==> src/rtl/fpu_pkg.sv <==
// ---------------------------------------------------------------------------
// fpu_pkg : opcode constants and sequencer state encodings
// Rev 1.0
// ---------------------------------------------------------------------------
`default_nettype none

package fpu_pkg;

  localparam logic [1:0] OP_ADD = 2'b00;
  localparam logic [1:0] OP_SUB = 2'b01;
  localparam logic [1:0] OP_MUL = 2'b10;
  localparam logic [1:0] OP_DIV = 2'b11;

  // SHOW_LO and SHOW_HI share ST_SHOW; the half is held in a separate flag
  // so that all states fit the 3-bit stage encoding.
  typedef enum logic [2:0] {
    ST_A_LO  = 3'd0,
    ST_A_HI  = 3'd1,
    ST_B_LO  = 3'd2,
    ST_B_HI  = 3'd3,
    ST_OP    = 3'd4,
    ST_RUN   = 3'd5,
    ST_SHOW  = 3'd6,
    ST_ERROR = 3'd7
  } state_e;

endpackage

`default_nettype wire

==> src/rtl/key_conditioner.sv <==
// ---------------------------------------------------------------------------
// key_conditioner : 2-FF synchronizer, debounce counter, rising-edge pulse
// Rev 1.0
// ---------------------------------------------------------------------------
`default_nettype none

module key_conditioner #(
  parameter int DEBOUNCE_CYC = 50000
) (
  input  logic clk,
  input  logic rst,
  input  logic key_i,
  output logic pulse_o
);

  localparam int CNT_W = (DEBOUNCE_CYC > 1) ? $clog2(DEBOUNCE_CYC + 1) : 1;
  localparam logic [CNT_W-1:0] CNT_LAST = CNT_W'(DEBOUNCE_CYC - 1);

  logic             sync1_q;
  logic             sync2_q;
  logic             stable_q;
  logic             pulse_q;
  logic [CNT_W-1:0] cnt_q;

  // The count only advances while the synced key disagrees with the accepted
  // level; any return to the accepted level restarts the qualification.
  always_ff @(posedge clk) begin
    if (rst) begin
      sync1_q  <= 1'b0;
      sync2_q  <= 1'b0;
      stable_q <= 1'b0;
      pulse_q  <= 1'b0;
      cnt_q    <= '0;
    end else begin
      sync1_q <= key_i;
      sync2_q <= sync1_q;
      pulse_q <= 1'b0;
      if (sync2_q == stable_q) begin
        cnt_q <= '0;
      end else if (cnt_q == CNT_LAST) begin
        cnt_q    <= '0;
        stable_q <= sync2_q;
        pulse_q  <= sync2_q;
      end else begin
        cnt_q <= cnt_q + CNT_W'(1);
      end
    end
  end

  assign pulse_o = pulse_q;

endmodule

`default_nettype wire

==> src/rtl/fpu_entry_sequencer.sv <==
// ---------------------------------------------------------------------------
// fpu_entry_sequencer : switch-driven operand entry, FPU launch, result display
// Rev 1.0
// ---------------------------------------------------------------------------
`default_nettype none

module fpu_entry_sequencer
  import fpu_pkg::*;
#(
  parameter int DEBOUNCE_CYC = 50000,
  parameter int TIMEOUT_CYC  = 1024
) (
  input  logic        clk,
  input  logic        rst,
  input  logic [15:0] SW,
  input  logic [1:0]  KEY,
  output logic [31:0] fpu_a,
  output logic [31:0] fpu_b,
  output logic [1:0]  fpu_op,
  output logic        fpu_start,
  input  logic        fpu_done,
  input  logic [31:0] fpu_result,
  output logic [15:0] disp_word,
  output logic [2:0]  stage,
  output logic        error
);

  localparam int TMO_W = $clog2(TIMEOUT_CYC + 1);
  localparam logic [TMO_W-1:0] TMO_LAST = TMO_W'(TIMEOUT_CYC - 1);

  logic enter_evt;
  logic cancel_evt;
  logic w_enter;

  state_e           state_q,   state_d;
  logic [31:0]      a_q,       a_d;
  logic [31:0]      b_q,       b_d;
  logic [1:0]       op_q,      op_d;
  logic [31:0]      result_q,  result_d;
  logic             show_hi_q, show_hi_d;
  logic             start_q,   start_d;
  logic [TMO_W-1:0] tmo_q,     tmo_d;
  logic [15:0]      disp_q,    disp_d;

  key_conditioner #(.DEBOUNCE_CYC(DEBOUNCE_CYC)) u_key_enter (
    .clk     (clk),
    .rst     (rst),
    .key_i   (KEY[0]),
    .pulse_o (enter_evt)
  );

  key_conditioner #(.DEBOUNCE_CYC(DEBOUNCE_CYC)) u_key_cancel (
    .clk     (clk),
    .rst     (rst),
    .key_i   (KEY[1]),
    .pulse_o (cancel_evt)
  );

  // A coincident CANCEL suppresses ENTER so no half-latch happens on abort.
  assign w_enter = enter_evt & ~cancel_evt;

  always_ff @(posedge clk) begin
    if (rst) begin
      state_q   <= ST_A_LO;
      a_q       <= '0;
      b_q       <= '0;
      op_q      <= OP_ADD;
      result_q  <= '0;
      show_hi_q <= 1'b0;
      start_q   <= 1'b0;
      tmo_q     <= '0;
      disp_q    <= '0;
    end else begin
      state_q   <= state_d;
      a_q       <= a_d;
      b_q       <= b_d;
      op_q      <= op_d;
      result_q  <= result_d;
      show_hi_q <= show_hi_d;
      start_q   <= start_d;
      tmo_q     <= tmo_d;
      disp_q    <= disp_d;
    end
  end

  always_comb begin
    state_d   = state_q;
    a_d       = a_q;
    b_d       = b_q;
    op_d      = op_q;
    result_d  = result_q;
    show_hi_d = show_hi_q;
    start_d   = 1'b0;
    tmo_d     = tmo_q;
    disp_d    = 16'h0000;

    case (state_q)
      ST_A_LO: begin
        disp_d = SW;
        if (w_enter) begin
          a_d[15:0] = SW;
          state_d   = ST_A_HI;
        end
      end
      ST_A_HI: begin
        disp_d = SW;
        if (w_enter) begin
          a_d[31:16] = SW;
          state_d    = ST_B_LO;
        end
      end
      ST_B_LO: begin
        disp_d = SW;
        if (w_enter) begin
          b_d[15:0] = SW;
          state_d   = ST_B_HI;
        end
      end
      ST_B_HI: begin
        disp_d = SW;
        if (w_enter) begin
          b_d[31:16] = SW;
          state_d    = ST_OP;
        end
      end
      ST_OP: begin
        disp_d = SW;
        if (w_enter) begin
          op_d    = SW[1:0];
          state_d = ST_RUN;
          start_d = 1'b1;
          tmo_d   = '0;
        end
      end
      ST_RUN: begin
        if (fpu_done) begin
          result_d  = fpu_result;
          show_hi_d = 1'b0;
          state_d   = ST_SHOW;
        end else if (tmo_q >= TMO_LAST) begin
          state_d = ST_ERROR;
        end else begin
          tmo_d = tmo_q + TMO_W'(1);
        end
      end
      ST_SHOW: begin
        disp_d = show_hi_q ? result_q[31:16] : result_q[15:0];
        if (w_enter) begin
          show_hi_d = ~show_hi_q;
        end
      end
      default: begin
        disp_d = 16'h0000;
      end
    endcase

    if (cancel_evt && (state_q != ST_RUN)) begin
      state_d   = ST_A_LO;
      show_hi_d = 1'b0;
    end
  end

  assign fpu_a     = a_q;
  assign fpu_b     = b_q;
  assign fpu_op    = op_q;
  assign fpu_start = start_q;
  assign disp_word = disp_q;
  assign stage     = state_q;
  assign error     = (state_q == ST_ERROR);

endmodule

`default_nettype wire

==> config.mk <==
export PLATFORM = sky130hd
export DESIGN_NAME = fpu_entry_sequencer
export DESIGN_NICKNAME = d
export VERILOG_FILES = /design/src/rtl/fpu_pkg.sv /design/src/rtl/key_conditioner.sv /design/src/rtl/fpu_entry_sequencer.sv
export SDC_FILE = /design/constraint.sdc
export NUM_CORES = 1
export LEC_CHECK = 0
export BUFFER_PORTS_ARGS = -buffer_cell sky130_fd_sc_hd__buf_2
export CAP_MARGIN = 30
export CORE_MARGIN = 4
export CORE_UTILIZATION = 49
export DETAILED_ROUTE_END_ITERATION = 16
export HOLD_SLACK_MARGIN = 0.12
export PLACE_DENSITY = 0.71
export SLEW_MARGIN = 15
export SYNTH_ARGS = -nofsm -noshare
export SYNTH_HDL_FRONTEND = slang
export SYNTH_SLANG_ARGS = --single-unit
==> constraint.sdc <==
create_clock -name clk -period 1.5 [get_ports clk]
set_input_delay 0 -clock clk [delete_from_list [all_inputs] [get_ports clk]]
set_output_delay 0 -clock clk [all_outputs]
set_load 0.005 [all_outputs]
==> results.md, run 1 <==
Yosys:
- The biggest area contributor in the post-synthesis netlist is dfxtp_1.
- The async set or reset register ratio after synthesis is 0.
- In this run, synthesis produced a sequential element count of 170.
- Yosys mapped a number of flops with a built-in enable equal to 0.
- The area of the mapped netlist is 6770 um2.
- The number of distinct library cell variants in the gate-level netlist after synthesis is 51.
- The share of the Yosys chip area taken by registers is 0.502.
- The average cell area after synthesis is 8.48 um2.
- The cell count after synthesis is 799.
- The fraction of synthesized cell area taken by the top area cell type is 0.502.
- The net count of the mapped netlist is 855.
- After synthesis, the cell types taking the most area are dfxtp_1 50%, nand2_1 11%, a21oi_1 7.9%.
- The number of warning messages in the yosys log is 0.
- The most used flip-flop cell after synthesis is dfxtp_1.

Timing:
- The final-report hold violation count was 0.
- The achievable clock frequency is 685 MHz.
- The clock arrives with 0.00735 ns of skew.
- The final period utilization is 0.973.
- The count of endpoints failing setup in the final report is 0.
- Setup slack closes at 0.0399 ns.
- For the pin with the worst max-slew slack, the measured transition is 0.354 ns.
- In this run the tightest slew margin relative to its limit is 0.762.
- The number of max-slew violations in the final report was 0.
- Counting I/O delays and the setup requirement, the final critical path takes 1.46 ns.
- On the final layout, the worst hold slack is 0.359 ns.

Placed design:
- The detailed-placement wirelength estimate is 12,300 um.
- At the placement stage, the worst setup path has a slack of -0.109 ns.
- The number of port buffers is 139.
- The placed instances occupy a cell area of 8190 um2.
- The routability-driven placement congestion ratio is 0.860.

Critical path:
- In this run the critical register-to-register path is captured at tmo_q[7].
- The setup slack of the most critical reg-to-reg path is 0.04 ns.
- At the worst endpoint, the arrival time is 1.79 ns.
- In this run the critical register-to-register path is launched from tmo_q[1].
- The largest fanout of any net on the critical path is 4.
- The depth of the worst register-to-register path is 5.
- The worst setup path is captured at a flip-flop.
- STA classifies the critical path startpoint as a flip-flop.
- STA puts the critical path data required time at 1.83 ns.
- The critical path is of the reg -> reg type.

Floorplan:
- The width of the die is 126 um.
- The vertical die dimension is 126 um.
- In this run the standard cell core region covers 13,400 um2.
- During I/O placement, the number of pins put on the boundary was 140.
- The overall die area is 15,800 um2.
- For this configuration, the core starts out at a cell density of 0.505.
- The number of placement rows is 42.

Clock network:
- The CTS root buffer is clkbuf_16.
- TritonCTS built the clock tree.
- Clock tree synthesis inserted a total of 17 buffers.
- The total number of H-tree levels is 4.
- Clock-pin slew was measured on the worst setup and hold paths at 0.06 ns.
- At the later pin of the worst-skew pair, clock insertion delay measures 0.43 ns.
- Counting along the longest clock path gives a buffer depth of 2.
- The clock drives 170 sinks.
- Buffers added to address setup during post-CTS repair amount to 0.

Min path:
- The type of the most critical hold path is in -> reg.
- The hold path startpoint is fpu_result[2].
- The worst hold path terminates at result_q[2].
- Counting instances, the worst hold path has a depth of 4.

Global routing:
- The via count of the first global-routing pass is 6,113.
- The global-route usage over all layers is 0.229.
- The first global-routing pass estimated 29,800 um of wire.
- The number of antenna violations at the first check in global routing was 0.
- Entering global routing, the biggest net connects 60 pins.
- The global-route congestion overflow total is 0.

Drt:
- The initial DRC count is 353.
- Detailed routing placed a total of 1330 um of wire on met3.
- The remaining antenna violation count after routing is 0.
- The total iterations of the first detailed-routing run is 5.
- The wire length the detailed router placed on met1 is 7710 um.
- The met2 routed wirelength is 8900 um.
- In this run the top signal layer used is met4.
- The detailed-route DRC error count is 0.
- The wire length per cell is 15.0 um.
- The total number of vias is 6,338.
- Using the TritonRoute via totals, the vias-per-cell ratio works out to 5.17.
- The post-detailed-routing wire length is 18,400 um.

Finish:
- Of the cells placed in the final design, the portion with a size suffix greater than 1 is 0.283.
- The number of nets in the final layout is 1,094.
- In the final layout, the multi-input gates occupy 3230 um2.
- In the layout the commonest cells are 188 x nand2_1, 152 x dfxtp_1, 138 x buf_2, 105 x a21oi_1, 70 x nor2_1.
- The number of diodes is 0.
- Counting the fill cells in the layout gives 1,034.
- The library cell used most frequently in the layout, excluding fill and tap cells, is nand2_1.
- Registers take 3430 um2.
- The area growth from synthesis to layout is 39.4%.
- The area of all placed cells without fillers is 9440 um2.

Job:
- The number of maximum-capacitance violations is 0.

Status:
- The run finished with clean final reports.

Power:
- The worst vdd rail ir drop is 0.726 mV.
- The power density relative to cell area is 967 nW/um2.
- The static leakage power is 3.92 nW.
report_power, final:
group / internal (mW) / switching (mW)
registers: 4.54 / 0.0126
logic: 0.205 / 0.203
clock network: 2.36 / 1.82
flip-flops by register name, summed over array words and instances (netlist names):
signal,cells
fpu_a,32
u_key_enter.cnt_q,16
u_key_enter.sync2_q,1
u_key_cancel.sync2_q,1
show_hi_q,1
fpu_b,32
tmo_q,11
disp_word,16
u_key_enter.stable_q,1
fpu_start,1
u_key_cancel.cnt_q,16
u_key_cancel.sync1_q,1
u_key_cancel.pulse_o,1
result_q,32
fpu_op,2
u_key_enter.pulse_o,1
u_key_cancel.stable_q,1
stage,3
u_key_enter.sync1_q,1
worst max-delay path: stages (launching register included):
cell	delay, ns
dfxtp_4	0.36
buf_4	0.12
and4_4	0.24
nand4_1	0.12
o31a_1	0.31
a311oi_2	0.22
per-stage QoR:
stage / cells / TNS, ns / util / power (mW)
6_report: 1227 / 0 / 0.705 / 9.13
5_1_grt: 1227 / -0.0298 / 0.705 / 9.43
4_1_cts: 1227 / 0 / 0.696 / 9.19
3_5_place_dp: 1142 / -0.485 / 0.611 / 4.95
3_3_place_gp: 1142 / -0.170 / 0.611 / 4.95
2_1_floorplan: 799 / -0.0217 / - / 4.76
synth_stat cells (10+ instances only):
cell / n
nand4_1: 11
inv_1: 10
nor2_1: 70
buf_2: 18
nand2b_1: 10
dfxtp_1: 170
nand3_1: 17
nand2_1: 190
a21oi_1: 107
clkbuf_1: 26
mux2i_1: 37
and3_1: 11
xor2_1: 16
worst max-delay path by stage:
stage | startpoint | end | slack, ns | depth (start not counted)
6_report | tmo_q[1] | tmo_q[7] | 0.04 | 5
5_1_grt | tmo_q[3] | tmo_q[6] | -0.01 | 5
4_1_cts | tmo_q[1] | tmo_q[5] | 0.0004 | 5
3_5_place_dp | tmo_q[0] | tmo_q[4] | -0.11 | 6
3_3_place_gp | tmo_q[0] | tmo_q[5] | -0.04 | 6
2_1_floorplan | tmo_q[0] | tmo_q[5] | -0.02 | 5
cell families (layout without fill, tap and decap cells):
logic type / count (synthesis) / in the layout / synth area share
mux: 37 / 37 / 0.0547
xor+xnor: 25 / 25 / 0.0323
compound gates: 145 / 145 / 0.120
buf+inv: 62 / 314 / 0.0399
simple gates: 357 / 357 / 0.246
fa+ha+maj: 3 / 3 / 0.00554
flops: 170 / 170 / 0.502
per-layer routing:
layer  GRT usage  vias up
li1            -     3199
met1       0.276     2908
met4      0.0861        0
met3      0.0687       35
met2       0.387      196
met5           0        -
cell type report:
cell class                 count  share of cell area
sequential                   170               0.364
tap                          176              0.0233
clock buffer                  21              0.0477
inverter                      11             0.00437
multi-input combinational    567               0.342
clock inverter                11              0.0121
timing repair buffer         271               0.207
what timing repair did:
action | CTS | global route
resized for setup | 10 | 36
pin swaps | 2 | 8
setup endpoints to repair | 10 | 65
hold buffers | 53 | 0
endpoints found under the hold margin | 128 | 0
Power figures use the tool's default switching activity.
==> inputs of run 2 (changes only) <==
==> constraint.sdc (replaced) <==
create_clock -name clk -period 1.25 [get_ports clk]
set_input_delay 0 -clock clk [delete_from_list [all_inputs] [get_ports clk]]
set_output_delay 0 -clock clk [all_outputs]
set_load 0.005 [all_outputs]
==> run 2 against run 1 <==
Compared with the run above:
- clock-buffer cell count stayed put
- wire length is 33% higher
- critical path type unchanged
- the flow now finishes with violations (setup timing)
- via count is 13% higher
- total power is 26% higher
- critical endpoint is now disp_word[11]
- core utilization is 14 points higher
- sequential share of layout area is 5.6 points lower
==> results.md, run 2 (same netlist as run 1, synthesis figures left out) <==
Status:
- The run finished, with violations left.
- The checks that failed: setup timing.

Critical path:
- The depth of the worst register-to-register path is 7.
- Data on the critical path is required at its endpoint by 1.61 ns.
- The cell with the most instances on the worst path is buf_6.
- The origin of the critical flop-to-flop path is stage[0].
- The data arrival time at the worst-slack endpoint is 1.87 ns.
- For this run, the slowest stage of the critical path takes 0.37 ns.
- The setup slack of the most critical reg-to-reg path is -0.26 ns.
- The cell class contributing the biggest share of worst-path delay is simple AND/OR/NAND/NOR gates.
- Walking the worst path, the cells encountered are buf_6 > buf_6 > nand3b_1 > buf_6 > nor2_1 > a21oi_1 > nor2_1.
- The origin of the worst setup path is stage[0].
- In this run the number of cells on the critical path is 7.
- The worst setup path is launched from a flip-flop.
- The largest fanout of any net on the critical path is 6.
- The sort of element at the end of the critical path is a flip-flop.
- The critical path is of the reg -> reg type.
- The count of buffering cells on the critical path with inverters included is 3.
- The end of the critical path is disp_word[11].
- The endpoint of the most critical register-to-register path is disp_word[11].
- The cell at the slowest stage of the critical path is dfxtp_4.

Power:
- VDD sags by at most 1.37 mV.
- The static leakage power is 4.68 nW.
- The overall power is 11.5 mW.
- Dividing total power by cell area gives a power density of 1020 nW/um2.

Timing:
- Timing would allow up to 662 MHz.
- After routing, the total negative slack on setup checks comes to -20.29 ns.
- Setup repair after global routing could not meet its margin everywhere.
- Across all hold checks on the routed design, the worst slack comes to 0.158 ns.
- Dividing the final minimum period by the clock period gives 1.21.
- The relative slew slack is 0.683.
- The shortest clock period the worst path allows after layout is 1.51 ns.
- The final-report hold violation count was 0.
- The final worst setup slack is -0.261 ns.
- The count of endpoints failing setup in the final report is 153.
- The transition at the pin with the smallest max-transition slack is 0.462 ns.
- Clock skew on the completed layout was measured at 0.0136 ns.
- The number of max-slew violations in the final report was 0.

Finish:
- Across the whole layout, storage elements account for 3470 um2.
- The number of nets in the final layout is 1,154.
- Summing all multi-input logic gate instances after layout gives 4260 um2.
- The commonest non-fill, non-tap cell in the layout is nand2_1.
- Summing all non-filler instances in the final layout gives an area of 11,300 um2.
- The area growth from synthesis to final layout is 66.4%.
- Fill cells in the final layout number 708.
- Leaving out fill and tap cells, the most frequent cells in the layout are 144 x nand2_1, 138 x buf_2, 134 x dfxtp_1, 90 x buf_4, 58 x a21oi_2.
- In the final layout, the share of cells above drive strength 1 is 0.498.
- The number of cells in the finished layout apart from fillers is 1,287.

Drt:
- Dividing the detail-routed via count by the number of cells gives 5.59.
- For this block, the via count after detailed routing is 7,193.
- For this block, the initial DRC count from the detailed router was 575.
- The first detailed-routing pass ran for 5 iterations.
- For this run, design rule violations remaining after detail routing come to 0.
- Dividing the detail-routed wire length by the instance count gives 19.0 um.
- The remaining antenna violation count after routing is 0.
- The post-detailed-routing wire length is 24,400 um.

Placed design:
- The routability-driven placement congestion ratio is 0.887.
- The detailed-placement wirelength estimate is 12,700 um.
- The instance area at placement is 8540 um2.
- Port buffering added 139 buffers.
- The number of cells after detailed placement is 1,170.

Floorplan:
- The width of the die is 126 um.
- The vertical die dimension is 126 um.
- The starting density of the core is 0.505.
- The floorplan has 42 rows.
- The overall die area is 15,800 um2.
- The total I/O pin count is 140.
- After floorplanning, the core was sized to cover 13,400 um2.

Clock network:
- CTS saw 170 sinks.
- TritonCTS built the clock tree.
- After clock tree synthesis, the clock-pin slew on the worst setup and hold paths is 0.07 ns.
- The deepest clock path buffer count is 2.
- The CTS root buffer is clkbuf_16.
- In this run, CTS created clock tree buffers numbering 17.
- The clock tree synthesis step divided the H-tree into 4 levels.
- The clock latency on the worst-skew pair is 0.44 ns.

Global routing:
- The via count of the first global-routing pass came to 6,743.
- The first global-routing pass estimated 33,400 um of wire.
- The number of antenna violations at the first check in global routing is 0.
- Entering global routing, the biggest net connects 44 pins.
- The global-route usage over all layers is 0.262.
- The global-route congestion overflow total is 0.

Job:
- Across the run, the number of max-cap violations was 0.

Min path:
- The type of the most critical hold path is in -> reg.
[run 2: changes by cell type in the layout (fill, tap and decap cells not counted), sizes merged]
| cell | before | now |
|---|---|---|
| clkbuf | 21 | 25 |
| buf | 218 | 274 |
| diode | 0 | 1 |
| inv | 14 | 12 |
| bufinv | 1 | 3 |
| clkinvlp | 2 | 1 |
[run 2: area by class of cell]
cell class,count,area share
tap,176,0.0195
inverter,11,0.00366
timing repair buffer,331,0.238
multi-input combinational,567,0.378
sequential,170,0.308
antenna,1,0.000222
clock buffer,21,0.0408
clock inverter,10,0.0127
[run 2: routing by layer]
metal	vias up	global-route usage	wire length [um]
li1	3306	-	-
met1	3472	0.307	9190
met2	314	0.445	12300
met3	101	0.0725	1750
met4	0	0.119	1220
met5	-	0	0
[run 2: worst min path at each step]
stage | start | endpoint | slack, ns | depth (start not counted)
2_1_floorplan | KEY[1] | u_key_cancel.sync1_q | 0.13 | 1
3_3_place_gp | KEY[1] | u_key_cancel.sync1_q | 0.22 | 2
3_5_place_dp | KEY[1] | u_key_cancel.sync1_q | 0.22 | 2
4_1_cts | fpu_done | show_hi_q | 0.06 | 4
5_1_grt | fpu_done | tmo_q[0] | 0.16 | 4
6_report | fpu_done | tmo_q[0] | 0.16 | 4
[run 2: timing repair]
item,CTS,global route
endpoints found under the hold margin,130,1
setup buffers,17,9
cloned,3,5
setup endpoints to repair,145,160
gates resized for setup,89,229
pin swaps,38,87
hold buffers,52,1
[run 2: power breakdown]
part | switching, mW | internal, mW
logic | 0.329 | 0.266
clock network | 2.20 | 3.25
registers | 0.0182 | 5.44
total | 2.55 | 8.95
[run 2: per-stage QoR]
stage / setup slack, ns / util
2_1_floorplan: -0.242 / -
4_1_cts: -0.192 / 0.763
3_3_place_gp: -0.311 / 0.637
6_report: -0.261 / 0.841
3_5_place_dp: -0.363 / 0.637
5_1_grt: -0.302 / 0.841
[run 2: tightest hold or removal path, cell delays in order]
cell	delay [ns]
buf_2	0.17
or3_4	0.19
or4_1	0.11
o21ai_1	0.06
==> inputs of run 3 (changes only) <==
--- a/config.mk
+++ b/config.mk
@@ -12,7 +12,8 @@
 export DETAILED_ROUTE_END_ITERATION = 16
 export HOLD_SLACK_MARGIN = 0.12
 export PLACE_DENSITY = 0.71
-export SLEW_MARGIN = 15
+export SLEW_MARGIN = 20
 export SYNTH_ARGS = -nofsm -noshare
 export SYNTH_HDL_FRONTEND = slang
 export SYNTH_SLANG_ARGS = --single-unit
+export TNS_END_PERCENT = 10
==> run 3 against run 2 <==
Compared with the run above:
- the run still ends with setup timing left
- sequential share of layout area is 2.9 points higher
- total power is 2.3% lower
- non-clock buffer count is 9 lower
- sequential power hardly changed
- clock skew is 0.0048 ns lower
- worst setup slack better by 0.034 ns
- critical endpoint is now fpu_b[1]
- largest power group unchanged
==> results.md, run 3 (same netlist as run 1, synthesis figures left out) <==
Status:
- The flow ran to the end, but the final reports show violations.
- The checks that failed: setup timing.

Drt:
- Wires add up to 21,600 um.
- After the first detailed-routing iteration, the DRC count stood at 392.
- The wire length per cell is 16.9 um.
- For this run, design rule violations remaining after detail routing come to 0.
- The number of vias per cell is 5.33.
- The detail route stage leaves a number of antenna-violating nets equal to 0.
- For this block, the via count after detailed routing is 6,809.
- The first detailed-routing pass took 5 iterations.

Timing:
- Setup total negative slack on the finished layout was measured at -15.62 ns.
- The clock skew is 0.00877 ns.
- In the finished design, the share of the clock period the worst path needs comes to 1.18.
- The final worst setup slack is -0.228 ns.
- The shortest clock period the worst path allows after layout is 1.48 ns.
- At the pin with the least slew margin, the transition time is 0.406 ns.
- The achievable clock frequency is 677 MHz.
- The worst hold margin is 0.320 ns.
- Setup repair after global routing could not meet its margin everywhere.
- The final-report hold violation count was 0.
- The number of max-slew violations in the final report is 0.
- The relative slew slack is 0.727.
- Setup violations remaining at the end of the flow were counted as 135.

Power:
- The power dissipated by switching net loads is 2.57 mW.
- In this run the static leakage power is 4.28 nW.
- The share of total power dissipated in combinational logic is 0.046.
- The worst vdd rail ir drop is 0.951 mV.
- The share of total power dissipated in the clock network is 0.469.
- Of the total power, the share spent switching nets is 0.229.
- The internal cell power is 8.67 mW.
- The share of total power dissipated in sequential elements is 0.485.
- The power density relative to cell area is 1090 nW/um2.

Finish:
- The filler cells instantiated in the layout total 866.
- The fraction of layout cells with a size suffix above 1 is 0.391.
- The final layout contains 1,145 nets.
- The area of all placed cells without fillers is 10,300 um2.
- The area growth from synthesis to final layout is 52.2%.
- The commonest non-fill, non-tap cell in the layout is nand2_1.
- The library cells used most frequently in the layout, excluding fill and tap cells, are 180 x nand2_1, 137 x buf_2, 132 x dfxtp_1, 103 x buf_4, 82 x a21oi_1.
- Excluding fillers, the count of instances in the completed layout stands at 1,278.
- The number of diodes is 0.

Clock network:
- The total number of H-tree levels is 4.
- The later pin in the worst-skew pair is clocked with a latency of 0.43 ns.
- The tree built by TritonCTS fans out to 170 sinks.
- The clock tree from TritonCTS is yes.
- The number of clock buffers inserted by TritonCTS is 17.
- The CTS root buffer is clkbuf_16.
- The deepest clock path buffer count is 2.
- The clock transition time at the flip-flop clock pins of the worst setup and hold paths is 0.07 ns.

Critical path:
- The worst setup path is launched from a flip-flop.
- The sort of element at the end of the critical path is a flip-flop.
- The data arrival time at the worst-slack endpoint is 1.83 ns.
- The data required time at the worst endpoint is 1.61 ns.
- The worst setup path category is reg -> reg.
- Measured in cells, the most critical reg-to-reg path has a length of 6.
- Of all nets on the critical path, the largest fanout is 6.

Placed design:
- The detailed-placement wirelength estimate is 13,100 um.
- Once placement completed, the tool counted placed cells totaling 1,181.
- After detailed placement, the total cell area comes to 8480 um2.
- The number of port buffers is 139.
- The routability-driven placement congestion ratio is 0.919.

Job:
- The tool flagged a number of max-cap violations equal to 0.

Min path:
- Counting instances, the worst hold path has a depth of 3.
- The path class of the tightest hold or removal check is in -> reg.

Floorplan:
- Row generation in the floorplan step produced 42 rows.
- The core footprint is 13,400 um2.
- The total I/O pin count is 140.
- The die covers 15,800 um2.
- Measured along the y axis, the die boundary spans 126 um.
- The initial utilization of the core area, before any placement, comes to 0.505.
- The width of the die is 126 um.

Global routing:
- Entering global routing, the biggest net connects 52 pins.
- The global-route congestion overflow total is 0.
- The via count of the first global-routing pass is 6,555.
- The number of antenna violations at the first check in global routing is 0.
- The first global-routing pass estimated 33,000 um of wire.
- The global-route usage over all layers is 0.260.
[run 3: cell types whose count changed in the layout (fill, tap and decap cells not counted), moves of 6 or more]
cell	previous run	this run
a21oi_2	58	25
nor2_4	19	3
nand2_2	13	7
nand2_4	32	3
nor2_1	37	67
buf_4	90	103
nor2_2	14	0
nand2_1	144	180
a21oi_1	47	82
buf_6	28	20
buf_12	14	7
[run 3: worst paths after layout]
path	slack, ns	startpoint	to
setup / recovery	-0.23	stage[2]	fpu_b[1]
hold reg to reg	0.44	u_key_cancel.sync1_q	u_key_cancel.sync2_q
hold / removal	0.32	KEY[0]	u_key_enter.sync1_q
setup reg to reg	-0.23	stage[2]	fpu_b[1]
[run 3: cell type report]
class	count	area [um2]	area share
multi-input combinational	567	3570	0.346
tap	176	220	0.0214
clock inverter	11	109	0.0106
clock buffer	21	480	0.0466
sequential	170	3480	0.337
inverter	11	41.3	0.00401
timing repair buffer	322	2410	0.234
[run 3: layer usage]
layer | up-vias | track usage | wire (um)
li1 | 3291 | - | -
met1 | 3229 | 0.311 | 8610
met2 | 230 | 0.445 | 11000
met3 | 59 | 0.0610 | 1200
met4 | 0 | 0.112 | 720
met5 | - | 0 | 0
[run 3: power by group through the flow]
stage	sequential [mW]	combinational (mW)	clock [mW]
3_5_place_dp	5.59	0.353	0
5_1_grt	5.45	0.557	5.55
4_1_cts	5.46	0.482	5.28
6_report	5.45	0.522	5.27
3_3_place_gp	5.59	0.352	0
2_1_floorplan	5.59	0.126	0
[run 3: worst max-delay path: stages, from the launching register on]
cell and delay [ns]:
dfxtp_4 0.38, nor3b_4 0.27, buf_6 0.14, and3b_2 0.24, buf_6 0.16, nand2_1 0.06, a21oi_1 0.16
[run 3: repair_timing]
item,4_1_cts,5_1_grt
pin swaps,27,25
gates resized for setup,82,88
endpoints found under the hold margin,128,0
endpoints found under the setup margin,166,159
hold buffers,52,0
cloned,2,1
buffers inserted,6,5
[run 3: metrics by stage]
stage | utilization | total power, mW | setup WS (ns)
CTS | 0.741 | 11.2 | -0.170
floorplan | - | 5.72 | -0.245
finish | 0.769 | 11.2 | -0.228
global placement | 0.632 | 5.94 | -0.269
detailed placement | 0.632 | 5.94 | -0.304
global route | 0.769 | 11.5 | -0.283
